**src/rtl/bin_to_bcd_display_pkg.sv**
```systemverilog
// Shared types and defaults for the binary-to-BCD display front end.
package bin_to_bcd_display_pkg;

   typedef enum logic [1:0] {
      IDLE   = 2'd0,
      SHIFT  = 2'd1,
      FINISH = 2'd2
   } state_t;

   localparam int          DIGIT_W         = 4;
   localparam int          MAX_VAL_DFLT    = 9999;
   localparam logic [3:0]  ERR_DIGIT_DFLT  = 4'hE;

endpackage

```
**src/rtl/bin_to_bcd_display_if.sv**
```systemverilog
// Request/result bundle between a requester and the BCD converter.
interface bin_to_bcd_display_if
   import bin_to_bcd_display_pkg::*;
#(
   parameter int IN_W     = 16,
   parameter int N_DIGITS = 4
);
   logic                        start;
   logic [IN_W-1:0]             bin_in;
   logic                        busy;
   logic                        done;
   logic                        ovf;
   logic [DIGIT_W*N_DIGITS-1:0] bcd_out;

   modport master (output start, bin_in, input busy, done, ovf, bcd_out);
   modport slave  (input start, bin_in, output busy, done, ovf, bcd_out);
endinterface

```
**src/rtl/bin_to_bcd_display_bcd_digit_adj.sv**
```systemverilog
// One shift-and-add-3 correction cell: digits 5..9 get +3 before the next shift.
module bcd_digit_adj
   import bin_to_bcd_display_pkg::*;
(
   input  logic [DIGIT_W-1:0] digit,
   output logic [DIGIT_W-1:0] adjusted
);
   assign adjusted = (digit >= 4'd5) ? digit + 4'd3 : digit;
endmodule

```
**src/rtl/bin_to_bcd_display.sv**
```systemverilog
// Sequential binary-to-BCD converter, one bit per clock; valid result 17 edges after start, overflow 1.
// start is ignored while busy; bcd_out holds the last result so the display stays stable.
module bin_to_bcd_display
   import bin_to_bcd_display_pkg::*;
#(
   parameter int         IN_W      = 16,
   parameter int         N_DIGITS  = 4,
   parameter int         MAX_VAL   = MAX_VAL_DFLT,
   parameter logic [3:0] ERR_DIGIT = ERR_DIGIT_DFLT
)(
   input  logic                   clk,
   input  logic                   reset,
   bin_to_bcd_display_if.slave    bus
);
   localparam int SCR_W = DIGIT_W * N_DIGITS;
   localparam int CNT_W = $clog2(IN_W);

   state_t              state, next_state;
   logic [IN_W-1:0]     shreg;
   logic [SCR_W-1:0]    scratch;
   logic [SCR_W-1:0]    adj;
   logic [CNT_W-1:0]    cnt;
   logic                ovf_int;
   logic [SCR_W-1:0]    bcd_q;
   logic                done_q;
   logic                ovf_q;
   logic                load, err_load, shift_en, fin;
   logic [SCR_W+IN_W-1:0] shifted;

   for (genvar g = 0; g < N_DIGITS; g++) begin : g_adj
      bcd_digit_adj u_adj (
         .digit    (scratch[g*DIGIT_W +: DIGIT_W]),
         .adjusted (adj[g*DIGIT_W +: DIGIT_W])
      );
   end

   assign shifted = {adj, shreg} << 1;

   always_ff @(posedge clk or posedge reset) begin
      if (reset) state <= IDLE;
      else       state <= next_state;
   end

   always_comb begin
      next_state = state;
      load       = 1'b0;
      err_load   = 1'b0;
      shift_en   = 1'b0;
      fin        = 1'b0;
      case (state)
         IDLE: begin
            if (bus.start) begin
               // Out-of-range values skip the shift loop entirely.
               if (int'(bus.bin_in) > MAX_VAL) begin
                  err_load   = 1'b1;
                  next_state = FINISH;
               end else begin
                  load       = 1'b1;
                  next_state = SHIFT;
               end
            end
         end
         SHIFT: begin
            shift_en = 1'b1;
            if (cnt == CNT_W'(IN_W-1)) next_state = FINISH;
         end
         FINISH: begin
            fin        = 1'b1;
            next_state = IDLE;
         end
         default: next_state = IDLE;
      endcase
   end

   always_ff @(posedge clk or posedge reset) begin
      if (reset) begin
         shreg   <= '0;
         scratch <= '0;
         cnt     <= '0;
         ovf_int <= 1'b0;
         bcd_q   <= '0;
         done_q  <= 1'b0;
         ovf_q   <= 1'b0;
      end else begin
         done_q <= fin;
         if (load) begin
            shreg   <= bus.bin_in;
            scratch <= '0;
            cnt     <= '0;
            ovf_int <= 1'b0;
         end
         if (err_load) begin
            shreg   <= '0;
            scratch <= {N_DIGITS{ERR_DIGIT}};
            cnt     <= '0;
            ovf_int <= 1'b1;
         end
         if (shift_en) begin
            scratch <= shifted[SCR_W+IN_W-1:IN_W];
            shreg   <= shifted[IN_W-1:0];
            cnt     <= cnt + CNT_W'(1);
         end
         if (fin) begin
            bcd_q <= scratch;
            ovf_q <= ovf_int;
         end
      end
   end

   assign bus.busy    = (state != IDLE);
   assign bus.done    = done_q;
   assign bus.ovf     = ovf_q;
   assign bus.bcd_out = bcd_q;
endmodule

```
**src/flat_wrapper.sv**
```systemverilog
// flat-port wrapper written by rule: the top's interface ports become plain ports
module bin_to_bcd_display_flat import bin_to_bcd_display_pkg::*;
#(
   parameter int         IN_W      = 16,
   parameter int         N_DIGITS  = 4,
   parameter int         MAX_VAL   = MAX_VAL_DFLT,
   parameter logic [3:0] ERR_DIGIT = ERR_DIGIT_DFLT
)
  (clk, reset, bus_start, bus_bin_in, bus_busy, bus_done, bus_ovf, bus_bcd_out);
  bin_to_bcd_display_if #(.IN_W(IN_W), .N_DIGITS(N_DIGITS)) bus_i ();
  input  logic clk;
  input  logic reset;
  input wire logic [$bits(bus_i.start)-1:0] bus_start;
  input wire logic [$bits(bus_i.bin_in)-1:0] bus_bin_in;
  output wire logic [$bits(bus_i.busy)-1:0] bus_busy;
  output wire logic [$bits(bus_i.done)-1:0] bus_done;
  output wire logic [$bits(bus_i.ovf)-1:0] bus_ovf;
  output wire logic [$bits(bus_i.bcd_out)-1:0] bus_bcd_out;
  assign bus_i.start = bus_start;
  assign bus_i.bin_in = bus_bin_in;
  assign bus_busy = bus_i.busy;
  assign bus_done = bus_i.done;
  assign bus_ovf = bus_i.ovf;
  assign bus_bcd_out = bus_i.bcd_out;
  bin_to_bcd_display #(.IN_W(IN_W), .N_DIGITS(N_DIGITS), .MAX_VAL(MAX_VAL), .ERR_DIGIT(ERR_DIGIT)) u_core (.clk(clk), .reset(reset), .bus(bus_i));
endmodule
```
**config.mk**
```make
export PLATFORM = sky130hd
export DESIGN_NAME = bin_to_bcd_display_flat
export DESIGN_NICKNAME = d
export VERILOG_FILES = /design/src/rtl/bin_to_bcd_display_pkg.sv /design/src/rtl/bin_to_bcd_display_if.sv /design/src/rtl/bin_to_bcd_display_bcd_digit_adj.sv /design/src/rtl/bin_to_bcd_display.sv /design/src/flat_wrapper.sv
export SDC_FILE = /design/constraint.sdc
export NUM_CORES = 1
export LEC_CHECK = 0
export ABC_AREA = 1
export CORE_UTILIZATION = 35
export DETAILED_ROUTE_END_ITERATION = 10
export RECOVER_POWER = 100
export REMOVE_ABC_BUFFERS = 1
export SLEW_MARGIN = 25
export SYNTH_ARGS = -nofsm -noshare
export SYNTH_HDL_FRONTEND = slang
export SYNTH_SLANG_ARGS = --single-unit
```
**constraint.sdc**
```tcl
create_clock -name clk -period 2.3 [get_ports clk]
set_clock_uncertainty 0.1 [all_clocks]
set_input_delay 0.69 -clock clk [delete_from_list [all_inputs] [get_ports clk]]
set_output_delay 0.69 -clock clk [all_outputs]
set_load 0.01 [all_outputs]
```
==> impl_results.md, run 1 <==
- Unrepaired setup endpoints after global routing: no
- Via Count: 2,435
- Placement row count: 33
- Async set or reset register ratio after synthesis: 100%
- Crit path max-delay cell type: sky130_fd_sc_hd__dlygate4sd3_1
- Number of buffers added on ports: 37
- Final WL: 6040 um
- Power per unit of standard cell area: 1150 nW/um^2
- Count of placed standard cells including taps: 490
- I/O pins: 38
- Finished Layout Cells: 506
- Delay of the slowest cell on the worst path: 0.61 ns
- Maximum level of the CTS H-tree: 3
- Type of element launching the critical path: register
- Gate power share: 38.5%
- Placer congestion estimate: 0.738
- Clock tree sinks: 57
- WP buf/inv: 1
- Insertion delay to the later sink of the worst-skew pair: 0.34 ns
- Setup repair bufs after CTS: 0
- Number of violations of the max-capacitance limit: 0
- Post-Synthesis Cells: 355
- Share of synthesized area occupied by flip-flops and latches: 47.5%
- Power, Total: 4190 uW
- Flops & latches, synth: 57
- Clock transition at the register clock pins on the worst setup and hold paths after CTS: 0.07 ns
- Core box area: 8260 sq um
- Final hold violation count: 0
- Initial cell density of the core: 36.4%
- Area of all placed cells without fillers: 3650 sq um
- Count of synthesis-stage warnings from yosys: 0
- Synthesized cell area: 3000 sq um
- Setup_tns: 0 ns
- Total net switching power: 1580 uW
- Largest area contributor in the netlist: sky130_fd_sc_hd__dfrtp_1
- Residual DRC: 0
- Sw Share: 37.6%
- Library cells used by synthesis: 27
- Die X-Extent: 94.6 um
- Data required time of the worst path: 1.51 ns
- Number of synthesized flops with an enable pin: 0
- Number of diodes: 0
- First-pass DRT Iterations: 4
- Part of the power in the clock network: 24.1%
- Most common cell in the synthesized netlist: sky130_fd_sc_hd__nand2_1
- Max clock buf depth: 2
- Top flip-flop cell by instance count after synthesis: sky130_fd_sc_hd__dfrtp_1
- DP HPWL: 4040 um
- Portion of total power attributed to sequential cells: 37.4%
- Synthesized area per cell: 8.46 sq um
- Most used standard cells in the synthesized netlist: sky130_fd_sc_hd__nand2_1, sky130_fd_sc_hd__dfrtp_1, sky130_fd_sc_hd__inv_1
- Synth top area share: 47.5%
- Cell chosen for the clock root: sky130_fd_sc_hd__clkbuf_8
- Quantity of hold-fixing buffers added after cts: 0
- Largest vdd supply drop: 0.481 mV
- Pin count of the biggest net entering global routing: 41
- Transition time at the pin with the least slew margin: 0.826 ns
- Total die area: 8960 sq um
- Critical path type: register to primary output
- Wire length of the first global-routing pass: 10,700 um
- Minimum clock period after layout: 2.12 ns
- Cell-by-cell listing of the critical path: dlygate4sd3_1
- Via density per instance: 4.81
- Critical Path Sink Type: primary output
- Overall Global Routing Usage: 15.4%
- Congestion Overflow GR: 0
- Wire length per cell: 11.9 um
- Chip height: 94.6 um
- Via count of the first global-routing pass: 2,382
- Number of buffers added by the clock tree synthesis step: 9
- Number of nets with antenna violations after detailed routing: 0
- Worst slew margin relative to its limit: 44.9%
- Setup Viol. Count Final: 0
- Arrival time of the worst setup path: 1.33 ns
- DRT iter0 DRCs: 154
- Placement Cell Area: 3470 sq um
- Result of the run: complete, no violations
- Final Max Slew Viols: 0
- Worst-path maximum fanout: 2
- Leakage: 0.00180 uW
- Clock tree from TritonCTS: yes
- Top cell family by delay on the critical path: buffers and inverters
- Ratio of cells with drive above 1 in the final layout: 10.7%
- Maximum clock frequency: 473 MHz
- Fillcell total: 841
- Final net count: 424
- Worst hold-check path type: register to register
- Final design utilization: 44.2%
- Number of antenna violations at the first check in global routing: 0
- Period Utilization, post-route: 92.0%
- Largest cells by area after synthesis: sky130_fd_sc_hd__dfrtp_1, sky130_fd_sc_hd__nand2_1, sky130_fd_sc_hd__inv_1
- Int Pwr: 2620 uW
- Area overhead of the layout relative to synthesis: 21.5%
[area by class of cell]
cell class	instances	area, sq um	share of cell area, %
Tap cell	105	131	3.60
Sequential cell	57	1430	39.1
Inverter	50	190	5.21
Multi-Input combinational cell	234	1260	34.6
Timing Repair Buffer	44	429	11.8
Clock buffer	10	128	3.50
Clock inverter	6	82.6	2.26
[per-layer routing]
| layer | up-vias | track usage, % | part of all wire [%] |
|---|---|---|---|
| met3 | 8 | 2.98 | 3.4 |
| met4 | 0 | 6.94 | 1.9 |
| met5 | - | 0 | 0 |
| met2 | 45 | 26.1 | 47 |
| li1 | 1253 | - | - |
| met1 | 1129 | 19.0 | 48 |
[flip-flops by register name (all words and copies together), names as in the netlist]
register            count
u_core.state            2
u_core.ovf_int          1
u_core.shreg           16
u_core.bus.bcd_out     16
u_core.bus.ovf          1
u_core.scratch         16
u_core.cnt              4
u_core.bus.done         1
[placed cells by master (no fill, tap or decap), types with 2 or more instances in the layout]
master                             n
sky130_fd_sc_hd__a21oi_1           9
sky130_fd_sc_hd__buf_4             4
sky130_fd_sc_hd__bufinv_16         2
sky130_fd_sc_hd__clkbuf_1          2
sky130_fd_sc_hd__clkbuf_8          9
sky130_fd_sc_hd__clkdlybuf4s50_1  15
sky130_fd_sc_hd__clkinv_2          3
sky130_fd_sc_hd__dfrtp_1          57
sky130_fd_sc_hd__dlygate4sd3_1    21
sky130_fd_sc_hd__ha_1              9
sky130_fd_sc_hd__inv_1            47
sky130_fd_sc_hd__inv_2             2
sky130_fd_sc_hd__nand2_1          84
sky130_fd_sc_hd__nand2_2           3
sky130_fd_sc_hd__nand3_1          22
sky130_fd_sc_hd__nand3_2          11
sky130_fd_sc_hd__nand4_1          22
sky130_fd_sc_hd__nor2_1           24
sky130_fd_sc_hd__o21a_1            7
sky130_fd_sc_hd__o21ai_0          26
sky130_fd_sc_hd__o21ai_1           3
sky130_fd_sc_hd__o22ai_1           6
[logic make-up (layout without fill, tap and decap cells)]
kind of cell | count (synthesis) | count (layout) | share of synthesized area (%)
flip-flops | 57 | 57 | 47.5
XOR/XNOR | 2 | 2 | 0.583
adder cells (fa/ha/maj) | 9 | 9 | 3.75
buffers and inverters | 64 | 110 | 9.54
AND/OR/NAND/NOR | 169 | 169 | 27.7
AO/OA/AOI/OAI | 54 | 54 | 11.0
[worst reg2reg max path: stages (launching register included)]
cell	delay [ns]
sky130_fd_sc_hd__dfrtp_1	0.44
sky130_fd_sc_hd__inv_1	0.14
sky130_fd_sc_hd__nor2_2	0.05
sky130_fd_sc_hd__inv_1	0.60
sky130_fd_sc_hd__o21ai_0	0.19
[power groups by stage]
stage / sequential [uW] / clock [uW] / combinational, uW
6_report: 1570 / 1010 / 1610
5_1_grt: 1610 / 1080 / 1860
4_1_cts: 1580 / 1030 / 1730
3_5_place_dp: 1590 / 0 / 1710
3_3_place_gp: 1580 / 0 / 1660
2_1_floorplan: 1620 / 0 / 1060
[worst paths after layout]
check | startpoint | end | slack, ns | depth (start not counted)
worst min-delay path | u_core.bus.bcd_out[6] | u_core.bus.bcd_out[6] | 0.38 | 2
worst max register to register | u_core.state[1] | u_core.bus.bcd_out[13] | 0.63 | 4
worst max-delay path | u_core.bus.bcd_out[12] | bus_bcd_out[12] | 0.18 | 1
min in group asynchronous | reset | u_core.bus.bcd_out[14] | 0.62 | 2
worst min register to register | u_core.bus.bcd_out[6] | u_core.bus.bcd_out[6] | 0.38 | 2
max in group asynchronous | reset | u_core.bus.bcd_out[7] | 0.56 | 3
[through the flow]
step | hold slack [ns] | worst slack, ns
finish | 0.378 | 0.184
detailed placement | 0.377 | 0.107
CTS | 0.378 | 0.0204
global placement | 0.368 | 0.162
global route | 0.397 | 0.132
floorplan | 0.347 | 0.110
[timing repair]
item / CTS / global route
gates cloned: 0 / 0
resized for setup: 1 / 2
endpoints found under the setup margin: 1 / 1
Power figures use the tool's default switching activity.
==> run 2: changes to the inputs <==
- CORE_UTILIZATION: 35 -> 51
- PLACE_DENSITY: unset -> 0.74
==> run 2 against run 1 <==
Utilization up 20 points. Die area down 31%. Maximum frequency down 5.4%. Critical path type unchanged. Largest power group unchanged.
==> impl_results.md, run 2 (same netlist as run 1, synthesis figures left out) <==
- Result of the run: complete, no violations
- Worst slew margin relative to its limit: 43.3% (-1.6 points)
- Core box area: 5610 sq um (-32%)
- Minimum hold slack: 0.366 ns (-0.0115 ns)
- Footprint of the multi-input gates: 1270 sq um (+0.20%)
- Insertion delay to the later sink of the worst-skew pair: 0.33 ns (about the same)
- Start of the worst register-to-register path: u_core.state[0]
- Data required time of the worst path: 1.51 ns (about the same)
- Fillcell total: 535 (-36%)
- Top library cells by usage in the layout, fill and taps aside: sky130_fd_sc_hd__nand2_1, sky130_fd_sc_hd__dfrtp_1, sky130_fd_sc_hd__inv_1
- Flip-flop and latch area: 1430 sq um (about the same)
- Clock transition at the register clock pins on the worst setup and hold paths after CTS: 0.07 ns (about the same)
- Final Max Slew Viols: 0 (unchanged)
- Power per unit of standard cell area: 1140 nW/um^2 (-0.96%)
- Number of buffers added on ports: 37 (unchanged)
- DP HPWL: 3930 um (-2.8%)
- Placement row count: 27 (-18%)
- Final WL: 5890 um (-2.6%)
- Transition time at the pin with the least slew margin: 0.850 ns (+0.0247 ns)
- Chip height: 78.8 um (-17%)
- Wire length per cell: 12.5 um (+4.5%)
- Die X-Extent: 78.8 um (-17%)
- I/O pins: 38 (unchanged)
- Number of nets with antenna violations after detailed routing: 0 (unchanged)
- Number of buffers added by the clock tree synthesis step: 9 (unchanged)
- Minimum clock period after layout: 2.24 ns (+0.122 ns)
- Type of element launching the critical path: register
- Leakage: 0.00178 uW (-0.97%)
- Initial cell density of the core: 53.6% (+17 points)
- Worst hold-check path type: register to register
- Crit path from: u_core.state[0]
- Overall Global Routing Usage: 21.4% (+5.9 points)
- Number of diodes: 0 (unchanged)
- Via Count: 2,498 (+2.6%)
- Final net count: 423 (-0.24%)
- Clock tree from TritonCTS: yes
- Largest vdd supply drop: 0.538 mV (+12%)
- First-pass DRT Iterations: 4 (unchanged)
- Maximum level of the CTS H-tree: 3 (unchanged)
- Residual DRC: 0 (unchanged)
- Placer congestion estimate: 0.790 (+7.1%)
- Min-delay src: u_core.state[0]
- # resized after CTS: 1 (unchanged)
- Count of placed standard cells including taps: 456 (-6.9%)
- Maximum clock frequency: 447 MHz (-5.4%)
- Clock tree sinks: 57 (unchanged)
- Critical path type: register to primary output
- Final design utilization: 63.7% (+20 points)
- Setup repair bufs after CTS: 0 (unchanged)
- Arrival time of the worst setup path: 1.45 ns (+0.12 ns)
- Final hold violation count: 0 (unchanged)
- Finished Layout Cells: 472 (-6.7%)
- Number of antenna violations at the first check in global routing: 0 (unchanged)
- Cell chosen for the clock root: sky130_fd_sc_hd__clkbuf_8
- Via count of the first global-routing pass: 2,372 (-0.42%)
- Ratio of cells with drive above 1 in the final layout: 10.5% (-0.22 points)
- DRT iter0 DRCs: 124 (-19%)
- Period Utilization, post-route: 97.3% (+5.3 points)
- Setup_tns: 0 ns (unchanged)
- Portion of total power attributed to sequential cells: 38.5% (+1.1 points)
- Via density per instance: 5.29 (+10%)
- Quantity of hold-fixing buffers added after cts: 0 (unchanged)
- Critical Path Sink Type: primary output
- Total die area: 6200 sq um (-31%)
- Total net switching power: 1550 uW (-1.5%)
- Worst-path maximum fanout: 4 (+2)
- Congestion Overflow GR: 0 (unchanged)
- Wire length of the first global-routing pass: 10,300 um (-3.7%)
- Area overhead of the layout relative to synthesis: 19.0%
- Int Pwr: 2510 uW (-4.0%)
- Setup Viol. Count Final: 0 (unchanged)
- Max clock buf depth: 2 (unchanged)
- Gate power share: 39.8% (+1.3 points)
- Number of violations of the max-capacitance limit: 0 (unchanged)
- Sw Share: 38.2% (+0.60 points)
- Unrepaired setup endpoints after global routing: no
- Most common library cell in the layout ignoring fill and taps: sky130_fd_sc_hd__nand2_1
- Pin count of the biggest net entering global routing: 58 (+41%)
- Part of the power in the clock network: 21.8% (-2.3 points)
==> run 2: cell types whose count changed in the layout (fill, tap and decap cells not counted), moves of 2 or more <==
| cell | before | now |
|---|---|---|
| sky130_fd_sc_hd__clkdlybuf4s50_1 | 15 | 17 |
| sky130_fd_sc_hd__clkbuf_8 | 9 | 13 |
| sky130_fd_sc_hd__nand2_2 | 3 | 1 |
| sky130_fd_sc_hd__bufinv_16 | 2 | 0 |
==> run 2: path summary, 6_finish.rpt <==
kind                       cells past startpoint  slack, ns                     to
setup / recovery                               3       0.06               bus_busy
hold / removal                                 1       0.37        u_core.bus.done
setup reg to reg                               6       0.42        u_core.shreg[3]
hold reg to reg                                1       0.37        u_core.bus.done
max in group asynchronous                      3       0.61        u_core.state[1]
min in group asynchronous                      3       0.96  u_core.bus.bcd_out[7]
==> run 2: worst max-delay path, stage by stage (launching register included) <==
cell and delay (ns):
sky130_fd_sc_hd__dfrtp_1 0.40, sky130_fd_sc_hd__inv_2 0.15, sky130_fd_sc_hd__nand2_2 0.09, sky130_fd_sc_hd__clkdlybuf4s50_1 0.48
==> run 2: power by group through the flow <==
stage	combinational, uW	sequential (uW)	clock, uW
floorplan	1060	1620	0
CTS	1720	1570	903
global route	1840	1610	939
global placement	1640	1580	0
detailed placement	1700	1580	0
finish	1620	1560	884
==> run 2: layer usage <==
layer | global-route usage (%) | wire length [um] | up-vias
li1 | - | - | 1241
met1 | 26.3 | 2660 | 1167
met2 | 34.9 | 2790 | 74
met3 | 5.63 | 303 | 16
met4 | 10.2 | 126 | 0
met5 | 0 | 0 | -
==> run 2: layout make-up <==
class | instances | area share [%]
well taps | 72 | 2.52
inverters | 50 | 5.25
repair buffers | 43 | 11.4
clock inverters | 2 | 0.280
multi-input cells | 234 | 35.4
flip-flops and latches | 57 | 40.0
clock buffers | 14 | 5.11
==> run 2: per-stage QoR <==
step | total power, uW | worst slack, ns | cell area, sq um
after floorplan | 2680 | 0.110 | 2910
after global placement | 3220 | 0.170 | 3420
after detailed placement | 3290 | 0.124 | 3420
after CTS | 4190 | 0.0363 | 3620
after global routing | 4390 | 0.0150 | 3570
final | 4060 | 0.0624 | 3570
